### config.mk
export PLATFORM = sky130hd
export DESIGN_NAME = controle_acumulador
export DESIGN_NICKNAME = d
export VERILOG_FILES = /design/src/rtl/controle_acumulador.sv
export SDC_FILE = /design/constraint.sdc
export NUM_CORES = 1
export LEC_CHECK = 0
export CORE_UTILIZATION = 45
export DETAILED_ROUTE_END_ITERATION = 7
export HOLD_SLACK_MARGIN = 0.02
export PLACE_DENSITY = 0.83
export RECOVER_POWER = 100
export SYNTH_ARGS = -nofsm -noshare
export SYNTH_HDL_FRONTEND = slang
export SYNTH_SLANG_ARGS = --single-unit
### constraint.sdc
create_clock -name clock -period 2.6 [get_ports clock]
set_input_delay 0.39 -clock clock [delete_from_list [all_inputs] [get_ports clock]]
set_output_delay 0.39 -clock clock [all_outputs]
set_load 0.005 [all_outputs]
### src/rtl/controle_acumulador.sv
`default_nettype none
// ============================================================================
//  Module   : controle_acumulador
//  Purpose  : Sequencing controller for an external one-cycle registered
//             adder. Accepts a burst of operands over a valid/ready stream,
//             accumulates them through the adder and reports the final total
//             with a done pulse, a busy flag and a sticky overflow flag.
//  Revision : 1.0 - initial release
// ============================================================================
module controle_acumulador #(
    parameter int WIDTH = 44,
    parameter int CNT_W = 8
) (
    input  logic             clock,
    input  logic             rst_n,
    input  logic             start,
    input  logic [CNT_W-1:0] len,
    input  logic [WIDTH-1:0] in_data,
    input  logic             in_valid,
    output logic             in_ready,
    output logic [WIDTH-1:0] add_a,
    output logic [WIDTH-1:0] add_b,
    input  logic [WIDTH-1:0] add_s,
    output logic [WIDTH-1:0] result,
    output logic             done,
    output logic             busy,
    output logic             overflow,
    output logic [CNT_W-1:0] count
);

    typedef enum logic [2:0] {
        S_IDLE    = 3'd0,
        S_WAIT_IN = 3'd1,
        S_ADD     = 3'd2,
        S_CAPT    = 3'd3,
        S_DONE    = 3'd4
    } state_t;

    state_t           state_q;
    logic [WIDTH-1:0] acc_q;
    logic [WIDTH-1:0] op_b_q;
    logic [WIDTH-1:0] result_q;
    logic [CNT_W-1:0] count_q;
    logic [CNT_W-1:0] remaining_q;
    logic             overflow_q;

    // An unsigned sum smaller than one of its addends means it wrapped.
    logic             wrap_d;
    assign wrap_d = (add_s < acc_q);

    // Operands go to the adder straight from registers so the adder never
    // sees a combinational path from in_data.
    assign add_a    = acc_q;
    assign add_b    = op_b_q;
    assign result   = result_q;
    assign overflow = overflow_q;
    assign count    = count_q;
    assign in_ready = (state_q == S_WAIT_IN);
    assign busy     = (state_q != S_IDLE);
    assign done     = (state_q == S_DONE);

    // Burst sequencer: WAIT_IN -> ADD -> CAPT per operand, DONE once at the end.
    always_ff @(posedge clock or negedge rst_n) begin
        if (!rst_n) begin
            state_q     <= S_IDLE;
            acc_q       <= '0;
            op_b_q      <= '0;
            result_q    <= '0;
            count_q     <= '0;
            remaining_q <= '0;
            overflow_q  <= 1'b0;
        end else begin
            case (state_q)
                S_IDLE: begin
                    if (start) begin
                        acc_q       <= '0;
                        count_q     <= '0;
                        overflow_q  <= 1'b0;
                        result_q    <= '0;
                        remaining_q <= len;
                        state_q     <= (len == '0) ? S_DONE : S_WAIT_IN;
                    end
                end
                S_WAIT_IN: begin
                    // in_ready is implied by being in this state.
                    if (in_valid) begin
                        op_b_q  <= in_data;
                        count_q <= count_q + 1'b1;
                        state_q <= S_ADD;
                    end
                end
                S_ADD: begin
                    // Adder samples add_a/add_b at the end of this cycle.
                    state_q <= S_CAPT;
                end
                S_CAPT: begin
                    acc_q       <= add_s;
                    remaining_q <= remaining_q - 1'b1;
                    if (wrap_d) begin
                        overflow_q <= 1'b1;
                    end
                    if (remaining_q == {{(CNT_W-1){1'b0}}, 1'b1}) begin
                        result_q <= add_s;
                        state_q  <= S_DONE;
                    end else begin
                        state_q  <= S_WAIT_IN;
                    end
                end
                S_DONE: begin
                    state_q <= S_IDLE;
                end
                default: begin
                    state_q <= S_IDLE;
                end
            endcase
        end
    end

endmodule
`default_nettype wire

==> results.json <==
{
  "tritoncts_num_sinks": 152,
  "final_min_period_over_clock_period_pct": 88.1,
  "powerDensity_nw_per_um2": 1040,
  "tritoncts": "built",
  "timing_max_transition_violations_final": 26,
  "htree_levels": 4,
  "worst_pin_slew_ns": 1.55,
  "synthMuxAreaShare_pct": 7.64,
  "clk_path_buf_depth": 2,
  "grtUsageMet1_pct": 29.5,
  "synth_top_family_by_area": "simple AND/OR/NAND/NOR gates",
  "synth.yosys.seq_area_share_pct": 55.2,
  "power.clock.fraction_pct": 22.6,
  "internal-power_w": 0.00700,
  "die_width_um": 126,
  "sequential_cell_area_um2": 3800,
  "setup-tns-final_ns": 0,
  "final_net_count": 1042,
  "critical_path.cell_chain": "nand2_1 -> nor2_4 -> clkbuf_1 -> nand4b_1 -> nor2_1 -> mux2i_1 -> a21o_1",
  "peak_freq_mhz": 437,
  "synth-seq-cells": 152,
  "syn_area_per_cell_um2": 10.7,
  "drive_gt1_share_pct": 10.4,
  "worstSkewPairLatency_ns": 0.42,
  "yosysUniqueCellTypes": 45,
  "arrival_ns": 2.64,
  "use_met3_pct": 6.03,
  "die_height_um": 126,
  "detail_route.first_pass.iterations": 5,
  "yosys.area_share.xor_xnor_pct": 0.762,
  "initial_antenna_violation_count": 2,
  "critical_path_class": "flip-flop to flip-flop",
  "flow.area_growth_from_synthesis_pct": 47.0,
  "crit_buf_inv": 1,
  "cts_setup_buffers": 0,
  "critPathCaptureType": "flip-flop",
  "synth-simple-area-share_pct": 11.9,
  "busiest_layer": "met2",
  "post-route-drc-count": 0,
  "crit_required_ns": 2.95,
  "finalClockSkew_ns": 0.00720,
  "syn_inst": 647,
  "globalRouteOverflowTotal": 0,
  "peakVddDrop_uv": 532,
  "critical-path-max-stage-delay_ns": 0.61,
  "design.core.area_um2": 14800,
  "synth.net_count": 793,
  "p_sw_share_pct": 33.4,
  "final_period_minus_worst_setup_slack_ns": 2.29,
  "combinationalPowerShare_pct": 41.6,
  "pin_count_of_the_biggest_net_entering_global_routing": 69,
  "synth_largest_area_cell": "sky130_fd_sc_hd__dfrtp_1",
  "setup-violations-final": 0,
  "cts.clk_slew.worst_paths_ns": 0.06,
  "critical_path.max_fanout": 16,
  "num-fill-cells": 1113,
  "max-cap-violations": 1,
  "drtAntennaViolNets": 0,
  "utilization_pct": 68.7,
  "dp.final_hpwl_um": 13300,
  "layout.cells.most_common": "sky130_fd_sc_hd__dfrtp_1",
  "placed_cells_incl_taps": 1060,
  "cts_root_buffer": "sky130_fd_sc_hd__clkbuf_16",
  "failing_checks": "capacitance limit, slew limit",
  "report.final.hold_viol_count": 0,
  "cell_area_after_synthesis_um2": 6890,
  "most-common-layout-cells": "sky130_fd_sc_hd__dfrtp_1, sky130_fd_sc_hd__dlygate4sd3_1, sky130_fd_sc_hd__nand2_1, sky130_fd_sc_hd__o21ai_0, sky130_fd_sc_hd__clkdlybuf4s50_1",
  "synth_warnings": 0,
  "switching_power_w": 0.00350,
  "via_count": 5686,
  "grt_pass1_wl_um": 29400,
  "status": "finished, violations left",
  "rsz0062_at_grt": "no",
  "routed_wl_um": 18000,
  "core.rowCount": 44,
  "synthDominantCellAreaShare_pct": 55.2,
  "fin_hold_ws_ns": 0.476,
  "total_leakage_power_nw": 4.67,
  "cts_hold_buffers": 1,
  "postSynth.asyncResetShare_pct": 100,
  "crit_family": "simple AND/OR/NAND/NOR gates",
  "cts_repair_resize_count": 0,
  "multi_input_area_um2": 2780,
  "grt_util_all_layers_pct": 23.8,
  "grt_use_met2_pct": 39.8,
  "finalPower_w": 0.0105,
  "cts-buffers-inserted": 17,
  "hold_path_class": "flip-flop to flip-flop",
  "yosys-top-cells-area": "sky130_fd_sc_hd__dfrtp_1, sky130_fd_sc_hd__ha_1, sky130_fd_sc_hd__mux2_2, sky130_fd_sc_hd__nand2_1, sky130_fd_sc_hd__o21ai_0",
  "initial_utilization_pct": 46.7,
  "worstSetupStartpointType": "flip-flop",
  "synth_fa_ha_area_share_pct": 8.35,
  "die-area_um2": 15800,
  "setup_slack_of_the_most_critical_reg_to_reg_path_ns": 0.31,
  "count_of_flip_flops_with_a_built_in_enable_after_synthesis": 0,
  "layoutNonFillerInstCount": 1093,
  "drt-wirelength-per-cell_um": 16.5,
  "finalWeightedCongestion": 0.819,
  "synth_compound_gate_area_share_pct": 11.4,
  "worst_slew_margin_rel_pct": -3.37,
  "drt-initial-drc-count": 381,
  "viasPerCell": 5.20,
  "first_global_vias": 5810,
  "sequential_group_share_of_total_power_pct": 35.8,
  "synth_ff_type": "sky130_fd_sc_hd__dfrtp_1",
  "io_buffer_count": 243,
  "critical-path-slowest-cell": "sky130_fd_sc_hd__clkbuf_1",
  "io_pins": 244
}
-- synthesized netlist by cell type, types with 5 or more instances --
master / instances
sky130_fd_sc_hd__buf_4: 5
sky130_fd_sc_hd__a21oi_1: 17
sky130_fd_sc_hd__ha_1: 46
sky130_fd_sc_hd__o21ai_1: 30
sky130_fd_sc_hd__mux2_2: 45
sky130_fd_sc_hd__a211oi_1: 6
sky130_fd_sc_hd__clkbuf_1: 11
sky130_fd_sc_hd__nand2_1: 109
sky130_fd_sc_hd__o21ai_0: 71
sky130_fd_sc_hd__inv_1: 48
sky130_fd_sc_hd__nand3_1: 10
sky130_fd_sc_hd__nor4_1: 5
sky130_fd_sc_hd__nand4_1: 7
sky130_fd_sc_hd__xor2_1: 5
sky130_fd_sc_hd__buf_2: 14
sky130_fd_sc_hd__dfrtp_1: 152
sky130_fd_sc_hd__nor2_1: 24
sky130_fd_sc_hd__nor3_1: 6
-- through the flow --
step	area (um2)	setup WS (ns)
2_1_floorplan	6890	0.636
3_3_place_gp	9610	0.121
3_5_place_dp	9610	0.00453
4_1_cts	10200	0.359
5_1_grt	10100	0.137
6_report	10100	0.310
-- layer usage --
metal  vias up  wire length, um
met2       190             8700
met1      2730             7690
met4         0              495
li1       2729                -
met3        37             1100
met5         -                0
-- cells by family after synthesis --
group | after synthesis
AND/OR/NAND/NOR | 178
flip-flops | 152
AO/OA/AOI/OAI | 140
buffers and inverters | 78
multiplexers | 47
adder cells (fa/ha/maj) | 46
XOR/XNOR | 6
-- path summary, 6_finish.rpt --
check,cells after the start,end,startpoint
hold reg to reg,2,result[27],result[27]
min in group asynchronous,2,add_b[27],rst_n
setup / recovery,7,remaining_q[6],state_q[0]
max in group asynchronous,3,result[30],rst_n
hold / removal,2,result[27],result[27]
setup reg to reg,7,remaining_q[6],state_q[0]
-- tightest hold or removal path, cell delays in order, from the launching register on --
cell and delay [ns]:
sky130_fd_sc_hd__dfrtp_1 0.33, sky130_fd_sc_hd__nand2_1 0.05, sky130_fd_sc_hd__o21ai_0 0.06
-- final cells by class --
cell class,count,area share [%]
clock buffer,22,4.58
antenna,1,0.0247
tap,184,2.27
inverter,48,1.78
timing repair buffer,260,25.4
sequential,152,37.5
clock inverter,9,0.987
multi-input combinational,417,27.4
-- registers in the layout (all words and copies together) (netlist names) --
| signal | cells |
|---|---|
| add_a | 44 |
| add_b | 44 |
| result | 44 |
| count | 8 |
| remaining_q | 8 |
| state_q | 3 |
| overflow | 1 |
-- power groups by stage --
stage          Sequential, W  Clock (W)  Combinational [W]
2_1_floorplan        0.00381          0            0.00215
3_3_place_gp         0.00379          0            0.00466
3_5_place_dp         0.00383          0            0.00476
4_1_cts              0.00380    0.00243            0.00480
5_1_grt              0.00387    0.00254            0.00486
6_report             0.00376    0.00238            0.00437
Note: power is estimated with default switching activity, not from simulation.
